[src/rtl/kf_router_pkg.sv]
// Shared definitions for the operand router and its result write-back path.
package kf_router_pkg;

    // Default datapath width shared by router and write-back.
    localparam int W_DEFAULT = 24;

    // Write-back destination codes carried with each result.
    localparam logic [1:0] DEST_RQ   = 2'b00;
    localparam logic [1:0] DEST_RD   = 2'b01;
    localparam logic [1:0] DEST_MEM  = 2'b10;
    localparam logic [1:0] DEST_DROP = 2'b11;

    // Operand router R-mux selects.
    typedef enum logic [1:0] {
        R_SEL_RQ   = 2'b00,
        R_SEL_RD   = 2'b01,
        R_SEL_A    = 2'b10,
        R_SEL_ZERO = 2'b11
    } r_sel_e;

    // Operand router S-mux selects.
    typedef enum logic [1:0] {
        S_SEL_RQ   = 2'b00,
        S_SEL_RD   = 2'b01,
        S_SEL_B    = 2'b10,
        S_SEL_ZERO = 2'b11
    } s_sel_e;

    // True when a destination can retire without waiting on the memory port.
    function automatic logic retires_freely(input logic [1:0] dest);
        return dest != DEST_MEM;
    endfunction

endpackage

[src/rtl/wb_fifo2.sv]
// Two-entry in-order FIFO with one-bit wrap-around pointers.
module wb_fifo2 #(
    parameter int DW = 8
) (
    input  logic          clk,
    input  logic          rst,
    input  logic          push,
    input  logic [DW-1:0] push_data,
    input  logic          pop,
    output logic [1:0]    count,
    output logic [DW-1:0] head
);

    logic [DW-1:0] mem [2];
    logic          wr_ptr;
    logic          rd_ptr;
    logic          push_ok;
    logic          pop_ok;

    // Ignore push when full and pop when empty so the count can never wrap.
    assign push_ok = push && (count != 2'd2);
    assign pop_ok  = pop  && (count != 2'd0);
    assign head    = mem[rd_ptr];

    // Storage has no reset; an entry is only visible once count covers it.
    always_ff @(posedge clk) begin
        if (push_ok) begin
            mem[wr_ptr] <= push_data;
        end
    end

    // Pointer and occupancy bookkeeping; push and pop together keep count.
    always_ff @(posedge clk) begin
        if (rst) begin
            wr_ptr <= 1'b0;
            rd_ptr <= 1'b0;
            count  <= 2'd0;
        end else begin
            if (push_ok) wr_ptr <= ~wr_ptr;
            if (pop_ok)  rd_ptr <= ~rd_ptr;
            case ({push_ok, pop_ok})
                2'b10:   count <= count + 2'd1;
                2'b01:   count <= count - 2'd1;
                default: count <= count;
            endcase
        end
    end

endmodule

[src/rtl/result_writeback.sv]
// Result write-back: queues ALU/divider results and retires them in order
// into the RQ/RD holding registers or out to the data-memory write port.
//
// Handshakes: a transfer happens on a rising edge where valid and ready are
// both high. Ready never depends on valid. Once mem_wr_valid is high, the
// address and data hold steady until mem_wr_ready is seen.
module result_writeback
    import kf_router_pkg::*;
#(
    parameter int W  = W_DEFAULT,
    parameter int AW = 6
) (
    input  logic          clk,
    input  logic          rst,
    input  logic          in_valid,
    output logic          in_ready,
    input  logic [W-1:0]  in_data,
    input  logic [1:0]    in_dest,
    input  logic [AW-1:0] in_addr,
    input  logic          in_inv,
    output logic [W-1:0]  RQ,
    output logic [W-1:0]  RD,
    output logic          mem_wr_valid,
    input  logic          mem_wr_ready,
    output logic [AW-1:0] mem_wr_addr,
    output logic [W-1:0]  mem_wr_data,
    output logic          busy
);

    localparam int EW = AW + 2 + W;

    logic [EW-1:0] push_entry;
    logic [EW-1:0] head_entry;
    logic [1:0]    count;
    logic          push;
    logic          pop;
    logic          has_head;
    logic [W-1:0]  head_data;
    logic [1:0]    head_dest;
    logic [AW-1:0] head_addr;

    // Full buffer refuses input even if the head retires this cycle.
    assign in_ready   = !rst && (count != 2'd2);
    assign push       = in_valid && in_ready;
    // Inversion is applied on entry so the buffer holds final values.
    assign push_entry = {in_addr, in_dest, (in_inv ? ~in_data : in_data)};

    assign head_data  = head_entry[W-1:0];
    assign head_dest  = head_entry[W+1:W];
    assign head_addr  = head_entry[EW-1:W+2];
    assign has_head   = (count != 2'd0);

    // A MEM head blocks everything behind it until memory accepts it.
    assign pop = has_head && (retires_freely(head_dest) || mem_wr_ready);

    assign mem_wr_valid = has_head && (head_dest == DEST_MEM);
    assign mem_wr_addr  = head_addr;
    assign mem_wr_data  = head_data;
    assign busy         = has_head;

    wb_fifo2 #(.DW(EW)) u_fifo (
        .clk       (clk),
        .rst       (rst),
        .push      (push),
        .push_data (push_entry),
        .pop       (pop),
        .count     (count),
        .head      (head_entry)
    );

    // Holding registers load from the head as it retires.
    always_ff @(posedge clk) begin
        if (rst) begin
            RQ <= '0;
            RD <= '0;
        end else if (pop) begin
            case (head_dest)
                DEST_RQ: RQ <= head_data;
                DEST_RD: RD <= head_data;
                default: ;
            endcase
        end
    end

endmodule

[config.mk]
export PLATFORM = sky130hd
export DESIGN_NAME = result_writeback
export DESIGN_NICKNAME = d
export VERILOG_FILES = /design/src/rtl/kf_router_pkg.sv /design/src/rtl/wb_fifo2.sv /design/src/rtl/result_writeback.sv
export SDC_FILE = /design/constraint.sdc
export NUM_CORES = 1
export LEC_CHECK = 0
export CAP_MARGIN = 20
export CORE_MARGIN = 2
export CORE_UTILIZATION = 35
export DETAILED_ROUTE_END_ITERATION = 16
export DONT_BUFFER_PORTS = 1
export PLACE_DENSITY = 0.53
export SLEW_MARGIN = 20
export SYNTH_ARGS = -nofsm -noshare
export SYNTH_HDL_FRONTEND = slang
export SYNTH_HIERARCHICAL = 1
export SYNTH_SLANG_ARGS = --single-unit
[constraint.sdc]
create_clock -name clk -period 7.49 [get_ports clk]
set_input_delay 1.498 -clock clk [delete_from_list [all_inputs] [get_ports clk]]
set_output_delay 1.498 -clock clk [all_outputs]
set_load 0.01 [all_outputs]
==> results by group <==
CTS
  • H-tree depth: 4
  • Clock root buffer: clkbuf_16
  • Cts hold-fix bufs: 0
  • Clock buffer depth: 2
  • Post_cts resized: 0
  • Inserted Clock Buffers: 17
  • Clock slew at reported path FFs: 0.05 ns
  • Worst-Skew Late Latency: 0.41 ns
  • TritonCTS clock tree: done
  • Setup bufs post-CTS: 0
  • CTS Sinks: 117

Cells and area
  • Layout area overhead: 15.1%
  • Layout Nets: 385
  • Non-Filler Instances: 536
  • Final Cell Area: 5500 µm²
  • Filler instances: 1247
  • Ant. Diodes: 0
  • Fraction of final layout cells sized beyond drive strength 1: 17.2%

Placed design
  • # port buffers: 0
  • Placed Instances: 504
  • Placer Congestion: 0.755
  • Placed Area: 4930 µm²
  • Hpwl dp: 6.60 mm

Yosys
  • Average size of a mapped cell: 13.9 µm²
  • Synth unique cells: 27
  • Biggest area consumer among synthesized cells: edfxtp_1
  • Top cells by area, synth: edfxtp_1, dfxtp_1, mux2i_1
  • Share of the synthesized area in the top cell type: 40.2%
  • Top-count cell post-synth: nand2b_1
  • Asr flop ratio synth: 0%
  • Commonest cells post-synth: nand2b_1, edfxtp_1, dfxtp_1
  • Mapped Nets: 383
  • Post-synthesis cell area: 4780 µm²
  • Yosys reg bits: 117
  • Cell count after synthesis: 345
  • Number of flops mapped to enable cells by yosys: 64
  • Main synth FF type: edfxtp_1
  • Syn. warnings: 6
  • Seq/Total Area, Yosys: 62.4%

Global routing
  • Tot GR Track Use: 14.4%
  • Initial antenna violation count: 0
  • Remaining global-route overflow: 0
  • Largest net degree at the start of global routing: 79
  • Vias in the first global route: 2562
  • First-pass GRT wire length: 15.2 mm

Worst setup path
  • Crit-path cells: buf_4, mux2_2, nand2b_1, nor2_1
  • Setup crit start kind: register
  • Worst Path Required: 5.99 ns
  • CP max-delay cell: dfxtp_1
  • Buf/Inv on CP: 1
  • Reg2reg setup slack: 4.81 ns
  • WS Path Type: register to output port
  • Crit path largest cell delay: 0.55 ns
  • Signal arrival time at the worst endpoint: 2.03 ns
  • Largest delay share family, worst path: flip-flops
  • CP endpoint kind: output port
  • Largest fanout on the critical path: 24

Timing
  • Final setup viols: 0
  • Slew margin rel.: 34.7%
  • Final Cycle Share: 47.1%
  • Slew Viols, Final: 0
  • Crit path time final: 3.53 ns
  • Setup Skew: 0.00681 ns
  • RSZ-0062 raised after global routing: false
  • Tightest Pin Transition: 0.980 ns
  • Fin Setup TNS: 0 ns
  • Final Hold Fails: 0
  • Min Hold Slack: 0.515 ns
  • Fmax: 284 MHz

Drt
  • DRT Wirelength: 9.95 mm
  • Remaining DRCs: 0
  • Initial DRC count: 111
  • Pre-antenna DRT Iters: 4
  • Wire per inst: 18.6 µm
  • Post-route ant nets: 0
  • Vias post-DR: 2478
  • Post-DR vias/cell: 4.62

Die
  • Total die area: 14600 µm²
  • Die height: 121 µm
  • FP Rows: 42
  • Chip width: 121 µm
  • Total I/O pin count: 118
  • Initial core utilization: 35.9%
  • Core area: 13300 µm²

Run
  • Max Cap Viol: 0

Power and ir drop
  • Pwr Density: 313 nW/µm²
  • Leakage: 2.01 nW
  • Final Total Pwr: 1.72 mW
  • Worst IR Drop VDD: 0.164 mV

Worst hold path
  • Min-Delay Path Class: register to register

Status
  • Outcome: completed
[worst min-delay path, stage by stage (launching register included)]
cell      delay (ns)
dfxtp_1         0.34
nand2b_1        0.07
mux2i_1         0.05
[placed cells by master (no fill, tap or decap), drive strengths merged, types with 2 or more instances in the layout]
cell type	Yosys	final
buf	10	3
or3	2	2
a21oi	3	3
bufinv	0	3
clkinv	0	8
mux2	32	32
xnor2	2	2
edfxtp	64	64
xor2	25	25
mux2i	48	48
nor2	8	8
nand2b	74	74
clkbuf	10	21
dfxtp	53	53
inv	4	4
[cells by family after synthesis]
logic type               Yosys count  share of synthesized area, %
AO/OA/AOI/OAI                      6                         0.733
adder cells (fa/ha/maj)            1                         0.262
multiplexers                      80                          17.6
buffers and inverters             24                          2.54
XOR/XNOR                          27                          4.95
AND/OR/NAND/NOR                   90                          11.5
flip-flops                       117                          62.4
[registers in the layout, indices dropped and copies added (netlist names), named ones only]
register       count
RD                24
u_fifo/wr_ptr      1
u_fifo/rd_ptr      1
u_fifo/mem        64
RQ                24
u_fifo/count       2
[worst paths after layout]
path,end,cells past startpoint,start
setup / recovery,mem_wr_valid,4,register
hold / removal,RD[10],2,RD[10]
setup reg to reg,u_fifo/count[1],9,register
hold reg to reg,RD[10],2,RD[10]
[final cells by class]
cell class	instances	area [µm²]	area share, %
inverter	4	15.0	0.273
timing repair buffer	3	22.5	0.409
sequential	117	2980	54.2
clock buffer	21	440	8.01
tap	176	220	4.00
multi-input combinational	204	1690	30.7
clock inverter	11	134	2.43
[metal layers]
| metal | share of wire (%) | global-route usage (%) | up-vias |
|---|---|---|---|
| met2 | 43 | 19.6 | 85 |
| met5 | 0 | 0 | - |
| met1 | 46 | 19.0 | 1173 |
| li1 | - | - | 1202 |
| met3 | 8.7 | 7.08 | 18 |
| met4 | 1.9 | 6.69 | 0 |
[metrics by stage]
step / setup slack, ns / util, %
after floorplan: 3.37 / -
after global placement: 4.20 / 37.1
after detailed placement: 4.21 / 37.1
after CTS: 3.91 / 41.4
after global routing: 3.82 / 41.4
final: 3.96 / 41.4
[report_power, final]
group          switching, mW  total, mW  internal, mW  leakage (nW)
clock network          0.267      0.785         0.517         0.281
registers             0.0315      0.758         0.727          1.02
logic                  0.107      0.179        0.0717         0.716
total                  0.406       1.72          1.32          2.01
(Power assumes the default switching activity.)
